File: src/rtl/inst_axi_rd_bridge_pkg.sv
// Shared AXI read-channel constants, bridge states and response helpers
// for the instruction/data-side SRAM-to-AXI bridges.
package inst_axi_rd_bridge_pkg;

  localparam logic [2:0] ARSIZE_WORD = 3'b010;
  localparam logic [1:0] BURST_INCR  = 2'b01;
  localparam logic [1:0] RESP_SLVERR = 2'b10;
  localparam logic [1:0] RESP_DECERR = 2'b11;
  localparam logic [3:0] BRIDGE_ID   = 4'd0;

  typedef enum logic [1:0] {
    ST_IDLE = 2'd0,
    ST_AR   = 2'd1,
    ST_R    = 2'd2
  } rd_state_t;

  function automatic logic resp_is_err(input logic [1:0] resp);
    return (resp == RESP_SLVERR) || (resp == RESP_DECERR);
  endfunction

endpackage

File: src/rtl/inst_req_slot.sv
// Single-entry address buffer: push loads it, pop empties it, contents visible at once.
// Zero latency; no backpressure -- the owner must only push while empty or popping.
module inst_req_slot #(
  parameter int W = 32
) (
  input  logic         clk,
  input  logic         reset,
  input  logic         i_push,
  input  logic [W-1:0] i_push_dat,
  input  logic         i_pop,
  output logic         o_vld,
  output logic [W-1:0] o_dat
);

  logic         r_vld;
  logic [W-1:0] r_dat;

  always_ff @(posedge clk) begin
    if (reset) begin
      r_vld <= 1'b0;
      r_dat <= '0;
    end else if (i_push) begin
      r_vld <= 1'b1;
      r_dat <= i_push_dat;
    end else if (i_pop) begin
      r_vld <= 1'b0;
    end
  end

  assign o_vld = r_vld;
  assign o_dat = r_dat;

endmodule

File: src/rtl/inst_axi_rd_bridge.sv
// IF-side SRAM port to single-beat AXI3 reads; data_ok 3 cycles after req at best.
// One read in flight plus one queued fetch; addr_ok drops when both are taken. Option: INST_BRIDGE_RESP_ERR_EN.
module inst_axi_rd_bridge
  import inst_axi_rd_bridge_pkg::*;
#(
  parameter logic [3:0] AXI_ID      = BRIDGE_ID,
  parameter logic [3:0] ARCACHE_VAL = 4'b0000
) (
  input  logic        clk,
  input  logic        reset,
  input  logic        inst_sram_req,
  input  logic [31:0] inst_sram_addr,
  output logic        inst_sram_addr_ok,
  output logic        inst_sram_data_ok,
  output logic [31:0] inst_sram_rdata,
  output logic [3:0]  arid,
  output logic [31:0] araddr,
  output logic [7:0]  arlen,
  output logic [2:0]  arsize,
  output logic [1:0]  arburst,
  output logic [1:0]  arlock,
  output logic [3:0]  arcache,
  output logic [2:0]  arprot,
  output logic        arvalid,
  input  logic        arready,
  input  logic [3:0]  rid,
  input  logic [31:0] rdata,
  input  logic [1:0]  rresp,
  input  logic        rlast,
  input  logic        rvalid,
  output logic        rready
`ifdef INST_BRIDGE_RESP_ERR_EN
  ,
  output logic        inst_sram_err
`endif
);

  rd_state_t   r_state;
  logic [31:0] r_cur_addr;
  logic [31:0] r_rdata;
  logic        r_arvalid;
  logic        r_rready;
  logic        r_data_ok;

  logic        w_pend_vld;
  logic [31:0] w_pend_addr;
  logic        w_addr_ok;
  logic        w_complete;
  logic        w_bypass;
  logic        w_push;
  logic        w_pop;

  // IF does not hold req, so acceptance must be decided in the same cycle.
  assign w_addr_ok  = inst_sram_req && ((r_state == ST_IDLE) || !w_pend_vld);
  assign w_complete = (r_state == ST_R) && rvalid && rlast && (rid == AXI_ID);
  assign w_bypass   = w_complete && w_addr_ok && !w_pend_vld;
  assign w_push     = w_addr_ok && (r_state != ST_IDLE) && !w_bypass;
  assign w_pop      = w_complete && w_pend_vld;

  inst_req_slot #(.W(32)) u_slot (
    .clk        (clk),
    .reset      (reset),
    .i_push     (w_push),
    .i_push_dat (inst_sram_addr),
    .i_pop      (w_pop),
    .o_vld      (w_pend_vld),
    .o_dat      (w_pend_addr)
  );

  always_ff @(posedge clk) begin
    if (reset) begin
      r_state    <= ST_IDLE;
      r_cur_addr <= '0;
      r_rdata    <= '0;
      r_arvalid  <= 1'b0;
      r_rready   <= 1'b0;
      r_data_ok  <= 1'b0;
    end else begin
      r_data_ok <= w_complete;
      if (w_complete) begin
        r_rdata <= rdata;
      end
      case (r_state)
        ST_IDLE: begin
          if (w_addr_ok) begin
            r_cur_addr <= inst_sram_addr;
            r_arvalid  <= 1'b1;
            r_state    <= ST_AR;
          end
        end
        ST_AR: begin
          if (arready) begin
            r_arvalid <= 1'b0;
            r_rready  <= 1'b1;
            r_state   <= ST_R;
          end
        end
        ST_R: begin
          if (w_complete) begin
            r_rready <= 1'b0;
            // The queued fetch is older than any request arriving now, so it goes first.
            if (w_pend_vld) begin
              r_cur_addr <= w_pend_addr;
              r_arvalid  <= 1'b1;
              r_state    <= ST_AR;
            end else if (w_bypass) begin
              r_cur_addr <= inst_sram_addr;
              r_arvalid  <= 1'b1;
              r_state    <= ST_AR;
            end else begin
              r_state <= ST_IDLE;
            end
          end
        end
        default: begin
          r_arvalid <= 1'b0;
          r_rready  <= 1'b0;
          r_state   <= ST_IDLE;
        end
      endcase
    end
  end

`ifdef INST_BRIDGE_RESP_ERR_EN
  logic r_err;

  always_ff @(posedge clk) begin
    if (reset) begin
      r_err <= 1'b0;
    end else if (w_complete) begin
      r_err <= resp_is_err(rresp);
    end
  end

  assign inst_sram_err = r_err;
`else
  logic w_unused_resp;
  assign w_unused_resp = resp_is_err(rresp);
`endif

  assign inst_sram_addr_ok = w_addr_ok;
  assign inst_sram_data_ok = r_data_ok;
  assign inst_sram_rdata   = r_rdata;
  assign arid              = AXI_ID;
  assign araddr            = r_cur_addr;
  assign arlen             = 8'd0;
  assign arsize            = ARSIZE_WORD;
  assign arburst           = BURST_INCR;
  assign arlock            = 2'b00;
  assign arcache           = ARCACHE_VAL;
  assign arprot            = 3'b000;
  assign arvalid           = r_arvalid;
  assign rready            = r_rready;

endmodule

File: config.mk
export PLATFORM = sky130hd
export DESIGN_NAME = inst_axi_rd_bridge
export DESIGN_NICKNAME = d
export VERILOG_FILES = /design/src/rtl/inst_axi_rd_bridge_pkg.sv /design/src/rtl/inst_req_slot.sv /design/src/rtl/inst_axi_rd_bridge.sv
export SDC_FILE = /design/constraint.sdc
export NUM_CORES = 1
export LEC_CHECK = 0
export ABC_AREA = 1
export BUFFER_PORTS_ARGS = -buffer_cell sky130_fd_sc_hd__buf_4
export CORE_AREA = 2 2 106 108
export CTS_BUF_LIST = sky130_fd_sc_hd__clkbuf_16
export DETAILED_ROUTE_END_ITERATION = 12
export DIE_AREA = 0 0 108 110
export PLACE_DENSITY_LB_ADDON = 0.12
export SLEW_MARGIN = 25
export SYNTH_ARGS = -nofsm -noshare
export SYNTH_HDL_FRONTEND = slang
export SYNTH_HIERARCHICAL = 1
export SYNTH_SLANG_ARGS = --single-unit
export TNS_END_PERCENT = 1
File: constraint.sdc
create_clock -name clk -period 2.5 [get_ports clk]
set_clock_uncertainty 0.15 [all_clocks]
set_input_delay 0.625 -clock clk [delete_from_list [all_inputs] [get_ports clk]]
set_output_delay 0.625 -clock clk [all_outputs]
set_load 0.01 [all_outputs]
==> flow_summary.yaml <==
run_status:
  outcome: "completed"
timing:
  worst_hold_margin_ns: 0.304
  min_period_ns: 2.15
  max_freq_mhz: 464
  final-hold-violation-count: 0
  max_slew_margin_pct: 58.3
  setup_slack_ns: 0.345
  tightestPinTransition_ns: 0.624
  slew_viol_final: 0
  post_route_fraction_of_the_period_consumed_by_the_critical_path_pct: 86.2
  final-setup-viol-count: 0
  unrepaired_setup_endpoints_after_global_routing: "no"
  fin_setup_tns_ns: 0
critical_path:
  r2r_slack_ns: 0.48
  required_ns: 1.73
  worst_setup_path_end_kind: "primary output"
  crit_arrival_ns: 1.38
  path_buf_inv: 1
  timing.critical_path.max_delay_family: "flip-flops"
  critical_path.max_stage_delay_ns: 0.69
  critical-path-slowest-cell: "dfxtp_1"
  crit_path_start_kind: "flip-flop"
  crit_path_cell_trace: "a21oi_1 > buf_4"
  setup.worst_path.class: "reg2out"
  worstPathMaxFanout: 15
route:
  drt-vias-per-instance: 4.68
  avgRoutedWirePerCell_um: 12.7
  total_routed_length_um: 11900
  dr.first_iter.drc_count: 390
  drt.antenna.violating_nets: 0
  dr.pass1.iters: 5
  num_vias: 4377
  drc: 0
clock_tree:
  cts_tree: "yes"
  cts_buffers: 9
  cts.repair.resized: 0
  cts_setup_buffers: 0
  clock_sinks: 102
  clk_pin_slew_worst_paths_ns: 0.07
  ctsRootBufferMaster: "clkbuf_16"
  ctsHtreeMaxLevel: 3
  max-clock-path-buffers: 2
  clkLatencyLatePin_ns: 0.34
  cts_hold_repair.buffers: 0
place:
  io_buffer_count: 141
  gpl.final_weighted_congestion: 0.830
  placement.setup.worst_slack_ns: 0.200
  post_place_instance_area_um2: 5650
  estimated_wirelength_of_the_detail_placed_design_um: 8110
synth:
  postSynthCellCount: 677
  ys.warnings.count: 6
  synthesis.area_um2: 4710
  synth.ff_latch_count: 102
  syn-mean-instance-area_um2: 6.96
  ys_seq_area_share_pct: 43.4
  synth_cell_types: 20
power_and_ir_drop:
  vdd.ir_drop.worst_uv: 396
  internal_power_mw: 3.14
  power_dissipated_by_switching_net_loads_mw: 1.32
  total_power_mw: 4.46
  power.share.combinational_pct: 23.1
  power.static_leakage_nw: 3.01
  powerDensity_nw_per_um2: 746
  seq_power_share_pct: 43.2
  clockPowerShare_pct: 33.7
  power_switching_share_pct: 29.5
hold_path:
  timing.hold.worst.class: "reg2reg"
floorplan:
  die-area_um2: 11900
  floorplan.die.width_um: 108
  floorplan.io_pins: 170
  row_count: 38
  die-height_um: 110
  initial_core_util_pct: 44.0
  std_cell_core_area_um2: 10700
final_layout:
  num-nets-final: 867
  areaGrowthSynthToFinish_pct: 26.9
  post-route-cell-area_um2: 5980
  drive_above_1_share_pct: 23.6
  layout_common_cells: "nor2_1, buf_4, nand2_1, dfxtp_1, nand3_1"
  antennaDiodeCount: 0
  final_common_cell: "nor2_1"
global_routing:
  antenna_found_initial: 0
  grt_max_degree: 66
  grtUsageTotal_pct: 20.0
  grt_pass1_vias: 3801
  grt_first_pass_wirelength_um: 19000
  grt_overflow: 0
job:
  timing.max_cap.violations: 0
state kept, by name (all words and copies together) (netlist names):
| register | count |
|---|---|
| r_state | 2 |
| arvalid | 1 |
| u_slot/o_dat | 32 |
| araddr | 32 |
| rready | 1 |
| inst_sram_rdata | 32 |
| inst_sram_data_ok | 1 |
| u_slot/o_vld | 1 |
cell usage after synthesis:
| library cell | n | share of area (%) |
|---|---|---|
| buf_4 | 29 | 4.6 |
| dfxtp_1 | 102 | 43 |
| conb_1 | 2 | 0.16 |
| nand3_2 | 1 | 0.21 |
| nand2_1 | 108 | 8.6 |
| inv_2 | 4 | 0.32 |
| nand3_1 | 69 | 7.3 |
| inv_1 | 46 | 3.7 |
| nor2_2 | 1 | 0.13 |
| clkbuf_1 | 11 | 0.88 |
| clkbuf_4 | 3 | 0.48 |
| buf_2 | 13 | 1.4 |
| nand2_2 | 3 | 0.40 |
| o21ai_0 | 64 | 6.8 |
| a21oi_2 | 11 | 2.0 |
| clkbuf_2 | 5 | 0.53 |
| a21oi_1 | 28 | 3.0 |
| nor2_1 | 164 | 13 |
| buf_6 | 12 | 2.9 |
| nand3b_1 | 1 | 0.16 |
cells by family after synthesis:
family / Yosys count / share of synthesized area, %
AO/OA/AOI/OAI: 103 / 11.8
flip-flops: 102 / 43.4
buffers and inverters: 123 / 14.7
other: 2 / 0.159
AND/OR/NAND/NOR: 347 / 29.9
cell type report:
| type | count | area, µm² |
|---|---|---|
| Clock buffer | 9 | 225 |
| Clock inverter | 7 | 96.3 |
| Fill cell | 1044 | 4720 |
| Inverter | 50 | 188 |
| Multi-Input combinational cell | 476 | 2070 |
| Sequential cell | 102 | 2040 |
| Tap cell | 140 | 175 |
| Timing Repair Buffer | 152 | 1180 |
worst reg2reg max path, stage by stage (launching register included):
cell and delay (ns):
dfxtp_1 0.69, nand2_2 0.52, nand2_1 0.18, nand2_1 0.07, inv_1 0.08, nand3_1 0.10, nand2_1 0.08, nor2_1 0.04
metal layers:
metal | track usage [%] | vias to the layer above | routed length [µm]
li1 | - | 2302 | -
met1 | 28.6 | 1898 | 5570
met2 | 30.9 | 169 | 5280
met3 | 3.41 | 8 | 894
met4 | 6.32 | 0 | 117
met5 | 0 | - | 0
metrics by stage:
step / instances / util, %
after floorplan: 701 / -
after global placement: 920 / 52.9
after detailed placement: 920 / 52.9
after CTS: 936 / 55.9
after global routing: 936 / 55.9
final: 936 / 55.9
power by group through the flow:
stage	registers, mW	clock network (mW)	logic [mW]
after floorplan	1.99	0	0.658
after global placement	1.96	0	1.02
after detailed placement	1.97	0	1.03
after CTS	1.93	1.53	1.04
after global routing	1.95	1.61	1.17
final	1.93	1.50	1.03
path summary, 6_finish.rpt:
path	startpoint	endpoint	depth (start not counted)
max	u_slot/o_vld	inst_sram_addr_ok	2
min	arvalid	arvalid	2
max reg2reg	u_slot/o_vld	araddr[31]	7
min reg2reg	arvalid	arvalid	2
(Power assumes the default switching activity.)
